## config.mk

```make
export PLATFORM = sky130hd
export DESIGN_NAME = tdm_demux4_flat
export DESIGN_NICKNAME = d
export VERILOG_FILES = /design/src/rtl/tdm_demux4_if.sv /design/src/rtl/tdm_demux4.sv /design/src/flat_wrapper.sv
export SDC_FILE = /design/constraint.sdc
export NUM_CORES = 1
export LEC_CHECK = 0
export CORE_ASPECT_RATIO = 1.75
export CORE_MARGIN = 2
export CORE_UTILIZATION = 39
export CTS_CLUSTER_DIAMETER = 50
export DETAILED_ROUTE_END_ITERATION = 10
export SYNTH_ARGS = -nofsm -noshare
export SYNTH_HDL_FRONTEND = slang
export SYNTH_SLANG_ARGS = --single-unit
```

## constraint.sdc

```tcl
create_clock -name clk -period 1.5 [get_ports clk]
set_input_delay 0.3 -clock clk [delete_from_list [all_inputs] [get_ports clk]]
set_output_delay 0.3 -clock clk [all_outputs]
set_load 0.01 [all_outputs]
```

## src/rtl/tdm_demux4_if.sv

```systemverilog
// rtl/tdm_demux4_if.sv - beat input and frame output bundle for the 1-to-4 TDM demultiplexer
interface tdm_demux4_if #(
  parameter int WIDTH = 4
);
  logic [WIDTH-1:0] din;
  logic             dvalid;
  logic             sync;
  logic [WIDTH-1:0] a;
  logic [WIDTH-1:0] b;
  logic [WIDTH-1:0] c;
  logic [WIDTH-1:0] d;
  logic [1:0]       s;
  logic             locked;
  logic             frame_valid;
  logic             sync_err;

  modport master (
    output din, dvalid, sync,
    input  a, b, c, d, s, locked, frame_valid, sync_err
  );

  modport slave (
    input  din, dvalid, sync,
    output a, b, c, d, s, locked, frame_valid, sync_err
  );
endinterface

```

## src/rtl/tdm_demux4.sv

```systemverilog
// rtl/tdm_demux4.sv - 1-to-4 TDM demultiplexer with SYNC-marker framing
// Beats fill shadow slots 0..2; the slot-3 beat publishes a whole frame at once.
module tdm_demux4 #(
  parameter int WIDTH = 4
) (
  input  logic          clk,
  input  logic          rst,
  tdm_demux4_if.slave   bus
);
  typedef enum logic {S_HUNT, S_LOCKED} state_t;

  state_t           state, state_n;
  logic [1:0]       slot, slot_n;
  logic [WIDTH-1:0] sh0, sh1, sh2;
  logic [WIDTH-1:0] sh0_n, sh1_n, sh2_n;
  logic [WIDTH-1:0] a_r, b_r, c_r, d_r;
  logic [WIDTH-1:0] a_n, b_n, c_n, d_n;
  logic             fv_r, fv_n;
  logic             se_r, se_n;

  always_ff @(posedge clk) begin
    if (rst) begin
      state <= S_HUNT;
      slot  <= 2'd0;
      sh0   <= '0;
      sh1   <= '0;
      sh2   <= '0;
      a_r   <= '0;
      b_r   <= '0;
      c_r   <= '0;
      d_r   <= '0;
      fv_r  <= 1'b0;
      se_r  <= 1'b0;
    end else begin
      state <= state_n;
      slot  <= slot_n;
      sh0   <= sh0_n;
      sh1   <= sh1_n;
      sh2   <= sh2_n;
      a_r   <= a_n;
      b_r   <= b_n;
      c_r   <= c_n;
      d_r   <= d_n;
      fv_r  <= fv_n;
      se_r  <= se_n;
    end
  end

  always_comb begin
    state_n = state;
    slot_n  = slot;
    sh0_n   = sh0;
    sh1_n   = sh1;
    sh2_n   = sh2;
    a_n     = a_r;
    b_n     = b_r;
    c_n     = c_r;
    d_n     = d_r;
    fv_n    = 1'b0;
    se_n    = 1'b0;

    if (bus.dvalid) begin
      case (state)
        S_HUNT: begin
          if (bus.sync) begin
            sh0_n   = bus.din;
            slot_n  = 2'd1;
            state_n = S_LOCKED;
          end
        end
        S_LOCKED: begin
          if (bus.sync && (slot != 2'd0)) begin
            // Realign: drop the partial frame and restart at slot 0 with this beat.
            se_n   = 1'b1;
            sh0_n  = bus.din;
            slot_n = 2'd1;
          end else begin
            slot_n = slot + 2'd1;
            case (slot)
              2'd0: sh0_n = bus.din;
              2'd1: sh1_n = bus.din;
              2'd2: sh2_n = bus.din;
              default: begin
                a_n  = sh0;
                b_n  = sh1;
                c_n  = sh2;
                d_n  = bus.din;
                fv_n = 1'b1;
              end
            endcase
          end
        end
        default: state_n = S_HUNT;
      endcase
    end
  end

  assign bus.a           = a_r;
  assign bus.b           = b_r;
  assign bus.c           = c_r;
  assign bus.d           = d_r;
  assign bus.s           = slot;
  assign bus.locked      = (state == S_LOCKED);
  assign bus.frame_valid = fv_r;
  assign bus.sync_err    = se_r;
endmodule

```

## src/flat_wrapper.sv

```systemverilog
// flat-port wrapper written by rule: the top's interface ports become plain ports
module tdm_demux4_flat 
#(
  parameter int WIDTH = 4
)
  (clk, rst, bus_din, bus_dvalid, bus_sync, bus_a, bus_b, bus_c, bus_d, bus_s, bus_locked, bus_frame_valid, bus_sync_err);
  tdm_demux4_if #(.WIDTH(WIDTH)) bus_i ();
  input  logic clk;
  input  logic rst;
  input wire logic [$bits(bus_i.din)-1:0] bus_din;
  input wire logic [$bits(bus_i.dvalid)-1:0] bus_dvalid;
  input wire logic [$bits(bus_i.sync)-1:0] bus_sync;
  output wire logic [$bits(bus_i.a)-1:0] bus_a;
  output wire logic [$bits(bus_i.b)-1:0] bus_b;
  output wire logic [$bits(bus_i.c)-1:0] bus_c;
  output wire logic [$bits(bus_i.d)-1:0] bus_d;
  output wire logic [$bits(bus_i.s)-1:0] bus_s;
  output wire logic [$bits(bus_i.locked)-1:0] bus_locked;
  output wire logic [$bits(bus_i.frame_valid)-1:0] bus_frame_valid;
  output wire logic [$bits(bus_i.sync_err)-1:0] bus_sync_err;
  assign bus_i.din = bus_din;
  assign bus_i.dvalid = bus_dvalid;
  assign bus_i.sync = bus_sync;
  assign bus_a = bus_i.a;
  assign bus_b = bus_i.b;
  assign bus_c = bus_i.c;
  assign bus_d = bus_i.d;
  assign bus_s = bus_i.s;
  assign bus_locked = bus_i.locked;
  assign bus_frame_valid = bus_i.frame_valid;
  assign bus_sync_err = bus_i.sync_err;
  tdm_demux4 #(.WIDTH(WIDTH)) u_core (.clk(clk), .rst(rst), .bus(bus_i));
endmodule
```

==> impl_metrics.env <==
export IMPL_status="complete, no violations"
export IMPL_finalCritPeriodShare_pct=96.9
export IMPL_path_max_fanout=2
export IMPL_drt_first_pass_iters=4
export IMPL_critPathMaxStageDelay_ns=0.54
export IMPL_setup_slack_ns=0.0465
export IMPL_crit_chain="clkdlybuf4s50_1"
export IMPL_synth_cells=125
export IMPL_cts_buffers=5
export IMPL_viasPerCell=4.62
export IMPL_slew_headroom_pct=83.3
export IMPL_rsz0062_at_grt="no"
export IMPL_drive_gt1_share_pct=12.0
export IMPL_swShare_pct=22.9
export IMPL_dpl_hpwl_mm=1.87
export IMPL_critical_path_class="flop to output port"
export IMPL_synth_edff_count=0
export IMPL_internal_power_uw=1280
export IMPL_hold_depth=2
export IMPL_fin_setup_tns_ns=0
export IMPL_cts_hold_buf=0
export IMPL_ctsHtreeMaxLevel=2
export IMPL_tightest_slew_ns=0.251
export IMPL_die_w_um=49.1
export IMPL_grt_max_degree=23
export IMPL_start_util_pct=40.8
export IMPL_cp_num_buf_inv=1
export IMPL_grt_usage_pct=14.2
export IMPL_num_rows=28
export IMPL_antenna_found_initial=0
export IMPL_grt_ovfl_total=0
export IMPL_synth_seq_cells=33
export IMPL_p_seq_share_pct=53.9
export IMPL_p_per_area_mw_per_mm2=913
export IMPL_place_gp_congestion=0.697
export IMPL_ant_nets=0
export IMPL_postCtsSetupBuffers=0
export IMPL_synth_area_leaders="dfxtp_1, mux2i_1, nand2b_1"
export IMPL_insertion_delay_ns=0.28
export IMPL_fin_crit_ns=1.45
export IMPL_wl_mm=2.57
export IMPL_ys_warn_count=0
export IMPL_yosysSeqAreaShare_pct=47.6
export IMPL_r2r_start="u_core.bus.s[0]$_SDFFE_PP0P_"
export IMPL_synth_area_mm2=0.00139
export IMPL_die_h_um=82.9
export IMPL_cts_tree="done"
export IMPL_crit_path_start_kind="flop"
export IMPL_clockBufferDepth=2
export IMPL_crit_family="buffers and inverters"
export IMPL_required_ns=1.20
export IMPL_dieArea_mm2=0.00407
export IMPL_mostFrequentLayoutCell="dfxtp_1"
export IMPL_synthAdderAreaFrac_pct=3.61
export IMPL_portBuffers=28
export IMPL_ys_async_sr_fraction_pct=0
export IMPL_vias=938
export IMPL_worstSetupStartpoint="u_core.bus.a[1]$_SDFFE_PP0P_"
export IMPL_fill_cells=329
export IMPL_min_from="u_core.bus.a[3]$_SDFFE_PP0P_"
export IMPL_drt_iter0_drc=13
export IMPL_cts_sinks=33
export IMPL_yosys_area_share_simple_pct=21.2
export IMPL_synth_top_flop_cell="dfxtp_1"
export IMPL_synth_area_mux_share_pct=20.2
export IMPL_cpMaxStageDelayCell="clkdlybuf4s50_1"
export IMPL_finalSetupViolations=0
export IMPL_diodes=0
export IMPL_grt_pass1_wl_mm=4.35
export IMPL_clockPowerShare_pct=38.5
export IMPL_wl_per_cell_um=12.6
export IMPL_leakage_uw=0.000845
export IMPL_p_switching_uw=381
export IMPL_synth_xor_area_share_pct=0
export IMPL_final_cell_mix="dfxtp_1, nand2b_1, mux2i_1, clkdlybuf4s50_1"
export IMPL_syn_nets=137
export IMPL_p_comb_share_pct=7.6
export IMPL_synth_top_area_share_pct=47.6
export IMPL_hold_viol_final=0
export IMPL_synth_distinct_cells=20
export IMPL_clk_pin_slew_ns=0.06
export IMPL_syn_avg_cell_area_um2=11.1
export IMPL_synth_compound_area_share_pct=2.25
export IMPL_cp_end_kind="output port"
export IMPL_cap_violations=0
export IMPL_fin_nets=169
export IMPL_cp_arrival_ns=1.15
export IMPL_reg2reg_slack_ns=0.15
export IMPL_worstHoldEndpoint="u_core.bus.a[3]$_SDFFE_PP0P_"
export IMPL_fmax_ghz=0.688
export IMPL_io_pins=29
export IMPL_clockRootBuffer="clkbuf_8"
export IMPL_core_region_area_mm2=0.00340
export IMPL_place_ws_ns=-0.0360
export IMPL_timing_reg2reg_worst_path_depth=5
export IMPL_synth_area_leader_cell="dfxtp_1"
export IMPL_grt_pass1_vias=953
export IMPL_drc_errors=0
export IMPL_synth_top_family_by_area="simple AND/OR/NAND/NOR gates"
export IMPL_vdd_drop_max_uv=630
export IMPL_r2r_end="u_core.bus.s[0]$_SDFFE_PP0P_"
export IMPL_slew_violations=0
export IMPL_hold_path_class="flop to flop"
export IMPL_clock_skew_ns=0.00291
export IMPL_area_growth_syn_to_layout_pct=30.9
==> layer usage <==
layer	up-vias	GRT usage (%)	wire length (um)
li1	475	-	-
met1	434	14.8	1080
met2	23	23.7	1300
met3	6	4.50	111
met4	0	9.35	73
met5	-	0	0
==> synth_stat cells (2+ instances only) <==
library cell / number
dfxtp_1: 33
nand2b_1: 32
mux2i_1: 28
clkbuf_1: 5
buf_6: 4
ha_1: 4
nor2_1: 3
a21oi_1: 2
and3_4: 2
inv_1: 2
==> metrics by stage <==
| step | cell area [um2] | total power [uW] | cells | utilization (%) | hold WS (ns) |
|---|---|---|---|---|---|
| after floorplan | 1390 | 982 | 125 | - | 0.441 |
| after global placement | 1720 | 1040 | 195 | 50.6 | 0.461 |
| after detailed placement | 1720 | 1040 | 195 | 50.6 | 0.460 |
| after CTS | 1800 | 1680 | 203 | 52.9 | 0.479 |
| after global routing | 1820 | 1720 | 203 | 53.5 | 0.500 |
| final | 1820 | 1660 | 203 | 53.5 | 0.470 |
==> final cells by class <==
class	count	area, um2	share of cell area [%]
clock buffer	6	72.6	3.99
tap	45	56.3	3.10
multi-input combinational	81	666	36.6
sequential	33	661	36.4
inverter	2	7.51	0.413
clock inverter	2	10.0	0.551
timing repair buffer	34	344	18.9
==> state kept, by name (all words and copies together) (netlist names) <==
register,count
u_core.bus.a,4
u_core.bus.b,4
u_core.bus.c,4
u_core.bus.d,4
u_core.sh0,4
u_core.sh1,4
u_core.sh2,4
u_core.bus.s,2
u_core.bus.frame_valid,1
u_core.bus.locked,1
u_core.bus.sync_err,1
==> power groups by stage <==
stage          Clock (uW)  Sequential [uW]  Combinational, uW
5_1_grt               690              895                138
2_1_floorplan           0              917               65.6
4_1_cts               659              894                125
3_5_place_dp            0              914                127
6_report              639              894                127
3_3_place_gp            0              913                125
==> how the worst max path moves through the flow <==
stage	to	slack, ns	depth (start not counted)
4_1_cts	bus_c[3]	0.02	1
6_report	bus_a[1]	0.05	1
2_1_floorplan	u_core.sh2[0]$_SDFFE_PP0P_	0.04	6
5_1_grt	bus_a[0]	0.002	1
3_3_place_gp	u_core.bus.d[0]$_SDFFE_PP0P_	-0.007	4
3_5_place_dp	u_core.sh1[1]$_SDFFE_PP0P_	-0.04	4
==> cells by family (layout without fill, tap and decap cells) <==
group / Yosys count / count (layout)
compound gates: 5 / 5
fa+ha+maj: 4 / 4
buf+inv: 11 / 44
flops: 33 / 33
mux: 28 / 28
simple gates: 44 / 44
==> repair_timing <==
action                                  4_1_cts  5_1_grt
resized for setup                             3        6
endpoints found under the setup margin        3       12
cloned                                        0        0
(Power assumes the default switching activity.)
